File: config.mk
export PLATFORM = sky130hd
export DESIGN_NAME = transmitter_nb
export DESIGN_NICKNAME = d
export VERILOG_FILES = /design/src/rtl/transmitter_nb.sv
export SDC_FILE = /design/constraint.sdc
export NUM_CORES = 1
export LEC_CHECK = 0
export CORE_MARGIN = 5
export CORE_UTILIZATION = 40
export CTS_BUF_LIST = sky130_fd_sc_hd__clkbuf_4 sky130_fd_sc_hd__clkbuf_8
export DETAILED_ROUTE_END_ITERATION = 7
export PLACE_DENSITY = 0.72
export SYNTH_ARGS = -nofsm -noshare
export SYNTH_HDL_FRONTEND = slang
export SYNTH_SLANG_ARGS = --single-unit
File: constraint.sdc
create_clock -name baud_rate -period 1.8 [get_ports baud_rate]
set_clock_uncertainty 0.2 [all_clocks]
set_input_delay 0.27 -clock baud_rate [delete_from_list [all_inputs] [get_ports baud_rate]]
set_output_delay 0.27 -clock baud_rate [all_outputs]
set_load 0.01 [all_outputs]
File: src/rtl/transmitter_nb.sv
// Multi-frame asynchronous serial transmitter: sends a NUM_BYTES-frame message as back-to-back
// start/data/parity/stop frames, one bit per baud_rate edge.
module transmitter_nb #(
    parameter int unsigned NUM_BYTES = 3,
    parameter int unsigned DATA_BITS = 8,
    parameter int unsigned PARITY    = 0,
    parameter int unsigned STOP_BITS = 1,
    parameter int unsigned MSB_FIRST = 0
) (
    input  logic                                                     baud_rate,
    input  logic                                                     reset_n,
    input  logic                                                     start,
    input  logic [NUM_BYTES*DATA_BITS-1:0]                           data,
    output logic                                                     out,
    output logic                                                     data_transmitted,
    output logic                                                     busy,
    output logic [2:0]                                               state_out,
    output logic [((NUM_BYTES > 1) ? $clog2(NUM_BYTES) : 1)-1:0]     byte_index
);

    localparam int unsigned IdxW = (NUM_BYTES > 1) ? $clog2(NUM_BYTES) : 1;
    localparam int unsigned MsgW = NUM_BYTES * DATA_BITS;

    if (NUM_BYTES < 1 || DATA_BITS < 5 || DATA_BITS > 9 || PARITY > 2 ||
        (STOP_BITS != 1 && STOP_BITS != 2)) begin : g_param_check
        $error("transmitter_nb: illegal parameter combination");
    end

    typedef enum logic [2:0] {
        StIdle   = 3'd0,
        StStart  = 3'd1,
        StData   = 3'd2,
        StParity = 3'd3,
        StStop   = 3'd4
    } state_e;

    state_e                 state_q;
    logic [MsgW-1:0]        msg_q;
    logic [DATA_BITS-1:0]   frame_q;
    logic                   parity_q;
    logic [3:0]             bit_cnt_q;
    logic                   stop_cnt_q;

    assign state_out = state_q;

    always_ff @(posedge baud_rate or negedge reset_n) begin
        if (!reset_n) begin
            state_q          <= StIdle;
            out              <= 1'b1;
            data_transmitted <= 1'b0;
            busy             <= 1'b0;
            byte_index       <= '0;
            msg_q            <= '0;
            frame_q          <= '0;
            parity_q         <= 1'b0;
            bit_cnt_q        <= '0;
            stop_cnt_q       <= 1'b0;
        end else begin
            case (state_q)
                StIdle: begin
                    out              <= 1'b1;
                    data_transmitted <= 1'b0;
                    if (start) begin
                        msg_q      <= data;
                        busy       <= 1'b1;
                        byte_index <= '0;
                        state_q    <= StStart;
                    end
                end
                StStart: begin
                    // Peel the next frame off the low end of the latched message.
                    out       <= 1'b0;
                    frame_q   <= msg_q[DATA_BITS-1:0];
                    parity_q  <= (^msg_q[DATA_BITS-1:0]) ^ (PARITY == 2);
                    msg_q     <= msg_q >> DATA_BITS;
                    bit_cnt_q <= 4'(DATA_BITS - 1);
                    state_q   <= StData;
                end
                StData: begin
                    if (MSB_FIRST != 0) begin
                        out     <= frame_q[DATA_BITS-1];
                        frame_q <= frame_q << 1;
                    end else begin
                        out     <= frame_q[0];
                        frame_q <= frame_q >> 1;
                    end
                    if (bit_cnt_q == 4'd0) begin
                        state_q <= (PARITY != 0) ? StParity : StStop;
                    end else begin
                        bit_cnt_q <= bit_cnt_q - 4'd1;
                    end
                end
                StParity: begin
                    out     <= parity_q;
                    state_q <= StStop;
                end
                StStop: begin
                    out <= 1'b1;
                    if (stop_cnt_q == 1'(STOP_BITS - 1)) begin
                        stop_cnt_q <= 1'b0;
                        if (byte_index == IdxW'(NUM_BYTES - 1)) begin
                            data_transmitted <= 1'b1;
                            busy             <= 1'b0;
                            byte_index       <= '0;
                            state_q          <= StIdle;
                        end else begin
                            byte_index <= byte_index + IdxW'(1);
                            state_q    <= StStart;
                        end
                    end else begin
                        stop_cnt_q <= stop_cnt_q + 1'b1;
                    end
                end
                default: begin
                    out              <= 1'b1;
                    data_transmitted <= 1'b0;
                    busy             <= 1'b0;
                    byte_index       <= '0;
                    state_q          <= StIdle;
                end
            endcase
        end
    end

endmodule

==> results_tabular.tex <==
\begin{tabular}{lr}
\hline
Metric & Value \\
\hline
\multicolumn{2}{l}{\textbf{Cells and area}} \\
\quad Final net count & 310 \\
\quad Proportion of layout cells with a drive suffix above 1 & 0.145 \\
\quad Diode count & 0 \\
\quad Final instance count without filler cells & 354 \\
\quad Relative area change from synthesis to final layout & 28.3\% \\
\quad Core utilization of the finished layout & 0.523 \\
\multicolumn{2}{l}{\textbf{Logic synthesis}} \\
\quad Most numerous cell in the Yosys netlist & nor2\_1 \\
\quad Share of the yosys chip area belonging to registers & 0.508 \\
\quad Mean cell area of the mapped netlist & between 9 and 10 µm² \\
\quad Number of cells produced by synthesis & about 240 \\
\quad Count of flip-flops with a built-in enable after synthesis & 0 \\
\quad Yosys warns & 0 \\
\quad Top cell type's share of synthesized area & 0.496 \\
\quad Most common library cells after synthesis & nor2\_1 (47), dfrtp\_1 (44), nand2\_1 (24) \\
\quad Largest area contributor in the synthesized netlist & dfrtp\_1 \\
\quad Top cells by area in the synthesized netlist & dfrtp\_1 (50\%), nor2\_1 (8.0\%), nand2\_1 (4.1\%) \\
\quad Proportion of synthesized flip-flops having asynchronous set or reset & 1.00 \\
\quad Synth cell types & 38 \\
\quad Net count of the mapped netlist & 265 \\
\quad Count of state elements after synthesis & 45 \\
\quad Most common flop cell mapped by yosys & dfrtp\_1 \\
\quad Synthesized cell area & 0.00222 mm² \\
\multicolumn{2}{l}{\textbf{Die}} \\
\quad Area of the die & between 0.007 and 0.008 mm² \\
\quad Initial standard-cell utilization of the core & 0.408 \\
\quad Vertical extent of the die & 84.5 µm \\
\quad Number of placement rows & 27 \\
\quad X dimension of the die & 84.5 µm \\
\quad Total I/O pin count & 35 \\
\quad Floorplan core area & 0.00544 mm² \\
\multicolumn{2}{l}{\textbf{Setup path}} \\
\quad Endpoint arrival time on the critical path & 1.82 ns \\
\quad Critical-path maximum fanout & 8 \\
\quad CP startpoint kind & flop \\
\quad Slowest cell delay on critical path & between 0.6 and 0.7 ns \\
\quad Depth of the critical timing path with buffers and inverters included & 5 \\
\quad Slack of the worst reg-to-reg path & between 0.015 and 0.02 ns \\
\quad Reg2Reg Depth & 5 \\
\quad Critical Path, Cell by Cell & buf\_4, or4b\_4, nand2\_4, nor2\_1, nor2\_1 \\
\quad Family of cells with the greatest summed delay on the critical path & simple AND/OR/NAND/NOR gates \\
\quad WP buf/inv & 1 \\
\quad Data required time at the worst endpoint & 1.84 ns \\
\quad Critical path class & reg2reg \\
\quad Critical path's most frequent cell & nor2\_1 \\
\quad Slowest stage cell on the critical path & or4b\_4 \\
\quad Kind of end point of the critical path & flop \\
\multicolumn{2}{l}{\textbf{Global routing}} \\
\quad Global Route met3 Usage & 0.0393 \\
\quad GR met1 Demand/Resource & 0.179 \\
\quad Pin count of the biggest net entering global routing & 31 \\
\quad Met2 capacity usage during global routing & 0.189 \\
\quad Most heavily used metal layer in global routing & met2 \\
\quad Global router's overall resource usage & 0.128 \\
\quad Number of antenna violations at the first check in global routing & 0 \\
\quad Overflow after GRT & 0 \\
\quad Global-route wire length before repair & about 7400 µm \\
\quad Number of global-route vias before repair & between 1500 and 2000 \\
\multicolumn{2}{l}{\textbf{Place}} \\
\quad Placer Congestion & 0.759 \\
\quad Dpl cells & 337 \\
\quad Worst slack at placement & -0.219 ns \\
\quad Port bufs & 34 \\
\quad Half-perimeter wire length after placement & 3090 µm \\
\multicolumn{2}{l}{\textbf{Route}} \\
\quad Vias after detailed routing & 1844 \\
\quad \# DRC & 0 \\
\quad First-pass iteration count of the detailed router & 4 \\
\quad Post-Route WL & 5110 µm \\
\quad Average wire per standard cell & 14.4 µm \\
\quad Via-to-Cell Ratio & 5.21 \\
\quad Detailed Route Iter0 Violations & 121 \\
\quad Number of nets with antenna violations after detailed routing & 0 \\
\multicolumn{2}{l}{\textbf{Power and ir drop}} \\
\quad Total power after layout & between 5000 and 6000 µW \\
\quad Cell Pwr Density & between 1500 and 2000 mW/mm² \\
\quad Max VDD drop & 770 µV \\
\quad Cell leakage power & 0.00119 µW \\
\multicolumn{2}{l}{\textbf{STA}} \\
\quad Final cycle utilization of the critical path & 0.991 \\
\quad Max-slew violation total from the final report & 0 \\
\quad Endpoints failing setup & 0 \\
\quad Least setup slack across all paths after layout & around 0.017 ns \\
\quad Final min period & between 1.5 and 2 ns \\
\quad Fin. Hold Viols & 0 \\
\quad Setup TNS & 0 ns \\
\quad Measured slew at the worst slew-check pin & roughly 0.45 ns \\
\quad Maximum frequency from static timing analysis & 561 MHz \\
\quad Setup repair after global routing missed its margin & yes \\
\quad Rel. slew slack & 0.702 \\
\multicolumn{2}{l}{\textbf{Clock network}} \\
\quad Library cell used as clock root buffer & clkbuf\_8 \\
\quad Clock sink total & between 40 and 50 \\
\quad Worst-Skew Late Latency & 0.30 ns \\
\quad TritonCTS clock tree & built \\
\quad Clock tree buffer depth & 2 \\
\quad TritonCTS Buffers & 5 \\
\quad H-tree Lvls & 2 \\
\quad Clock input transition at the sequential cells of the worst setup and hold paths & about 0.090 ns \\
\multicolumn{2}{l}{\textbf{Outcome}} \\
\quad Outcome & complete, no violations \\
\multicolumn{2}{l}{\textbf{Job}} \\
\quad Max-cap violations & 0 \\
\multicolumn{2}{l}{\textbf{Min path}} \\
\quad Worst hold path type & in2async \\
\hline
\end{tabular}
what timing repair did:
action / in CTS / in global routing
buffers inserted: 1 / 3
hold buffers: 1 / 0
gates cloned: 0 / 5
pin swaps: 1 / 2
gates resized for setup: 4 / 8
endpoints found under the hold margin: 17 / 0
endpoints found under the setup margin: 4 / 18
routing by layer:
layer	routed length, µm	part of all wire	vias to the layer above
li1	-	-	924
met1	2410	0.47	872
met2	2390	0.47	42
met3	260	0.051	6
met4	52	0.010	0
met5	0	0	-
worst paths after layout:
kind                                     startpoint                       end
max in group asynchronous                   reset_n  state_out[2]$_DFFE_PN0P_
min in group baud_rate                     data[21]     msg_q[21]$_DFFE_PN0P_
setup reg to reg           state_out[2]$_DFFE_PN0P_      msg_q[9]$_DFFE_PN0P_
setup / recovery           state_out[2]$_DFFE_PN0P_      msg_q[9]$_DFFE_PN0P_
hold reg to reg               msg_q[21]$_DFFE_PN0P_     msg_q[21]$_DFFE_PN0P_
hold / removal                              reset_n     msg_q[22]$_DFFE_PN0P_
state kept, by name, summed over array words and instances, names as in the netlist:
register and count:
msg_q 24, frame_q 8, bit_cnt_q 4, state_out 3, byte_index 2, busy 1, data_transmitted 1, out 1
parity_q 1
metrics by stage:
stage               instance area [µm²]  hold WS, ns
floorplan                          2220       -0.226
global placement                   2630       0.0435
detailed placement                 2630       0.0463
CTS                                2750        0.246
global route                       2850        0.277
finish                             2850        0.238
power by group:
group          internal, µW  switching, µW
logic                  1140           1280
registers              1480            366
clock network           404            348
total                  3030           2000
area by class of cell:
cell class,count,area (µm²)
Fill cell,483,2590
Sequential cell,45,1130
Multi-Input combinational cell,175,1040
Timing Repair Buffer,49,458
Tap cell,72,90.1
Clock buffer,5,68.8
Clock inverter,2,35.0
Inverter,6,26.3
cell usage in the layout, fill, tap and decap left out, types with 2 or more instances in the layout:
cell type        instances
clkdlybuf4s50_1         29
nand3b_1                 2
dlygate4sd2_1            4
dfrtp_1                 44
nor2b_1                  8
a21oi_1                  6
o22ai_2                  2
o32ai_1                  6
xnor2_1                  8
or4b_4                   3
nand3_1                  8
a22oi_1                  2
or3b_4                   3
o211ai_1                 2
nor3_1                   7
nor2_1                  47
o21ai_0                 10
buf_4                   13
nor2_2                   2
clkbuf_8                 5
a211oi_1                 6
o22ai_1                 14
inv_1                    5
nand2_1                 24
kinds of logic after synthesis:
family,share of synthesized area
adders and majority gates,0.00564
buffers and inverters,0.0558
DFF,0.508
muxes,0.00508
and+or+nand+nor,0.235
xor gates and xnor gates,0.0316
AOI/OAI and AO/OA,0.159
No activity file was read; power rests on OpenSTA's default activity.
